### config.mk
export PLATFORM = sky130hd
export DESIGN_NAME = byte_to_bcd_encoder
export DESIGN_NICKNAME = d
export VERILOG_FILES = /design/src/rtl/byte_to_bcd_encoder.sv
export SDC_FILE = /design/constraint.sdc
export NUM_CORES = 1
export LEC_CHECK = 0
export CELL_PAD_IN_SITES_DETAIL_PLACEMENT = 0
export CELL_PAD_IN_SITES_GLOBAL_PLACEMENT = 1
export CORE_ASPECT_RATIO = 1.25
export CORE_MARGIN = 4
export CORE_UTILIZATION = 43
export CTS_CLUSTER_DIAMETER = 60
export DETAILED_ROUTE_END_ITERATION = 12
export PLACE_DENSITY_LB_ADDON = 0.12
export SYNTH_ARGS = -nofsm -noshare
export SYNTH_HDL_FRONTEND = slang
export SYNTH_SLANG_ARGS = --single-unit
### constraint.sdc
create_clock -name clk -period 3.3 [get_ports clk]
set_input_delay 0.825 -clock clk [delete_from_list [all_inputs] [get_ports clk]]
set_output_delay 0.825 -clock clk [all_outputs]
set_load 0.005 [all_outputs]
### src/rtl/byte_to_bcd_encoder.sv
// Sequential byte-to-BCD encoder (shift-and-add-3), one iteration per cycle.
// Eight iterations per byte; the result is published with a one-cycle done pulse.
module byte_to_bcd_encoder (
    input  logic        clk,
    input  logic        rst,
    input  logic        start,
    input  logic [7:0]  bin_in,
    output logic        busy,
    output logic        done,
    output logic [11:0] bcd_out,
    output logic        o_dbg_state
);

    typedef enum logic {
        S_IDLE  = 1'b0,
        S_SHIFT = 1'b1
    } state_t;

    state_t      r_state;
    logic [19:0] r_work;
    logic [3:0]  r_cnt;

    logic [11:0] w_corr;
    logic [19:0] w_shifted;

    // 4-bit add-3 correction; nibble never carries out since input is <= 9.
    function automatic logic [3:0] adj(input logic [3:0] n);
        adj = (n >= 4'd5) ? (n + 4'd3) : n;
    endfunction

    always_comb begin
        w_corr    = {adj(r_work[19:16]), adj(r_work[15:12]), adj(r_work[11:8])};
        w_shifted = {w_corr[10:0], r_work[7:0], 1'b0};
    end

    // Handshake: start is sampled only in IDLE; busy covers the eight SHIFT
    // cycles and done pulses in the first IDLE cycle that shows the new result.
    always_ff @(posedge clk) begin
        if (rst) begin
            r_state <= S_IDLE;
            r_work  <= 20'h00000;
            r_cnt   <= 4'd0;
            busy    <= 1'b0;
            done    <= 1'b0;
            bcd_out <= 12'h000;
        end else begin
            done <= 1'b0;
            case (r_state)
                S_IDLE: begin
                    if (start) begin
                        r_work  <= {12'h000, bin_in};
                        r_cnt   <= 4'd0;
                        busy    <= 1'b1;
                        r_state <= S_SHIFT;
                    end
                end
                S_SHIFT: begin
                    r_work <= w_shifted;
                    r_cnt  <= r_cnt + 4'd1;
                    if (r_cnt == 4'd7) begin
                        bcd_out <= w_shifted[19:8];
                        done    <= 1'b1;
                        busy    <= 1'b0;
                        r_state <= S_IDLE;
                    end
                end
                default: r_state <= S_IDLE;
            endcase
        end
    end

    assign o_dbg_state = (r_state == S_SHIFT);

endmodule
==> impl_metrics.py <==
metrics = {
    "status": {
        "outcome": "completed",
    },
    "global_route": {
        "antenna_found_initial": 0,
        "grt_pass1_vias": 1359,
        "grt_max_degree": 31,
        "grt_overflow": 0,
        "grt_pass1_wl_um": 6020,
        "grt_usage": 0.153,
    },
    "floorplanning": {
        "row_count": 25,
        "start_util": 0.449,
        "pin_count": 26,
        "die_x_um": 64.2,
        "dieArea_um2": 5030,
        "die_h_um": 78.3,
        "fp.coreArea_um2": 3780,
    },
    "final_layout": {
        "syn2layout_area_growth_pct": 21.6,
        "mostFrequentLayoutCells": "dfxtp_1, clkdlybuf4s50_1, a21oi_1",
        "layout-drive-gt1-share": 0.0708,
        "nets": 229,
        "diodes": 0,
        "fin_area_um2": 2070,
        "instances_no_fill": 266,
        "n_fill_cell": 374,
        "final_common_cell": "dfxtp_1",
    },
    "worst_setup_path": {
        "cp.depth": 4,
        "crit_buf_inv": 2,
        "critical_path.startpoint_type": "input pin",
        "cp_cell_sequence": "clkdlybuf4s50_1 > or2_1 > inv_2 > a22o_1",
        "slowest_delay_ps": 790,
        "end_kind": "flop",
        "timing.rr.end": "r_work[10]",
        "slowest_stage": "clkdlybuf4s50_1",
        "critPathRequiredTime_ps": 3480,
        "cp_max_fo": 14,
        "path_delay_family": "buffers and inverters",
        "reg2regPathDepth": 6,
        "r2r_slack_ps": 1770,
        "worst-setup-path-type": "in2reg",
        "regToRegStartpoint": "r_work[8]",
        "arrival_ps": 2330,
    },
    "timing": {
        "fmax_mhz": 465,
        "finalSetupViolations": 0,
        "finalSetupTns_ps": 0,
        "timing.final.crit_share": 0.651,
        "finalCriticalPeriod_ps": 2150,
        "worst_pin_slew_ps": 613,
        "rsz0062_at_grt": "false",
        "slew-limit-headroom": 0.590,
        "final_hold_viol_count": 0,
        "finalMaxSlewViolations": 0,
        "finClkSkew_ps": 7.65,
    },
    "clock_tree": {
        "path_clk_slew_ps": 70,
        "cts_tree": "built",
        "cts_max_level": 2,
        "cts-resized-gates": 0,
        "clkSinkCount": 39,
        "hold_buffers": 0,
        "cts_root_buf": "clkbuf_8",
        "postCtsSetupRepairBufs": 0,
        "clkLatencyLatePin_ps": 280,
        "cts_buffers": 5,
        "clock_path_buffers": 2,
    },
    "route": {
        "ant_nets": 0,
        "avgViaCountPerCell": 5.13,
        "via_count": 1364,
        "routedWlPerCell_um": 12.9,
        "wirelength_um": 3440,
        "drt_pass1_iterations": 4,
        "drt_iter0_markers": 51,
        "drc_errors": 0,
    },
    "yosys": {
        "synth-seq-cells": 39,
        "syn-instance-count": 186,
        "synth_nets": 204,
        "synth_cell_types": 31,
        "avgSynthCellArea_um2": 9.14,
        "synth.yosys.warnings": 0,
        "yosysSeqAreaShare": 0.459,
        "syn_area_um2": 1700,
    },
    "power_and_ir_drop": {
        "peakVddDrop_v": 0.000292,
        "power_density_nw_per_um2": 414,
        "total_power_uw": 857,
        "power_leakage_uw": 0.000771,
    },
    "placement": {
        "routabilityCongestion": 0.761,
        "placedCellCount": 258,
        "io_buffers": 25,
        "placed_area_um2": 1990,
        "dpl.hpwl_um": 2570,
    },
    "min_path": {
        "hp-class": "reg2reg",
        "holdPathStages": 2,
        "min_from": "bcd_out[11]",
        "holdPathEnd": "bcd_out[11]",
    },
    "job": {
        "drv_cap": 0,
    },
}
-- layout make-up --
class / instances / area [um^2] / area share
Clock buffer: 7 / 76.3 / 0.0369
Inverter: 9 / 33.8 / 0.0163
Multi-Input combinational cell: 129 / 840 / 0.406
Clock inverter: 1 / 5.00 / 0.00242
Sequential cell: 39 / 781 / 0.377
Timing Repair Buffer: 27 / 265 / 0.128
Tap cell: 54 / 67.6 / 0.0327
-- registers in the layout (all words and copies together) (netlist names) --
signal       flops
done             1
r_work          20
o_dbg_state      1
bcd_out         12
r_cnt            4
busy             1
-- stage by stage --
stage	utilization	setup WS (ps)	hold slack (ps)
2_1_floorplan	-	1770	444
3_3_place_gp	0.525	835	436
3_5_place_dp	0.525	816	438
4_1_cts	0.546	1110	448
5_1_grt	0.546	992	473
6_report	0.546	1150	444
-- logic make-up (layout without fill, tap and decap cells) --
family,count (synthesis),in the layout,synth area share
XOR/XNOR,3,3,0.0155
flip-flops,39,39,0.459
multiplexers,12,12,0.0736
AND/OR/NAND/NOR,56,56,0.166
adder cells (fa/ha/maj),7,7,0.0515
buffers and inverters,18,44,0.0471
AO/OA/AOI/OAI,51,51,0.187
-- tightest hold or removal path, delay by kind of cell, from the launching register on --
kind	cells	cell delay (ps)
compound gates	1	50
flops	1	310
simple gates	1	50
-- where the power goes --
group	leakage, uW	internal, uW	switching (uW)
sequential	0.000316	480	6.24
combinational	0.000412	30.4	37.5
clock	0.0000422	148	155
total	0.000771	658	199
-- how the worst max path moves through the flow --
| stage | slack (ps) | end | start |
|---|---|---|---|
| 6_report | 1150 | bcd_out[6] | rst |
| 5_1_grt | 990 | r_work[10] | start |
| 4_1_cts | 1110 | bcd_out[5] | rst |
| 3_5_place_dp | 820 | bcd_out[5] | rst |
| 3_3_place_gp | 830 | bcd_out[0] | rst |
| 2_1_floorplan | 1770 | r_work[13] | rst |
-- metal layers --
layer,wire [um],track usage
met5,0,0
met4,67,0.0698
met3,179,0.0458
met2,1760,0.269
met1,1440,0.168
-- synthesized netlist by cell type, drive strengths merged --
cell type  number  share of area
inv             9          0.020
nand3           7          0.021
a31oi           1         0.0037
nor2           20          0.046
nor3b           7          0.031
a22o            5          0.026
mux2            1         0.0088
or2             1         0.0037
a41oi           1         0.0052
dfxtp          39           0.46
mux2i          11          0.065
o21ai          16          0.052
a21o            2         0.0088
nor3            6          0.018
nor2b           3          0.013
a21oi          21          0.064
a32o            4          0.024
nand2b          4          0.015
nand2           7          0.015
buf             9          0.027
a211oi          1         0.0044
xnor2           3          0.015
ha              7          0.052
nand4b          1         0.0052
Note: power is estimated with default switching activity, not from simulation.
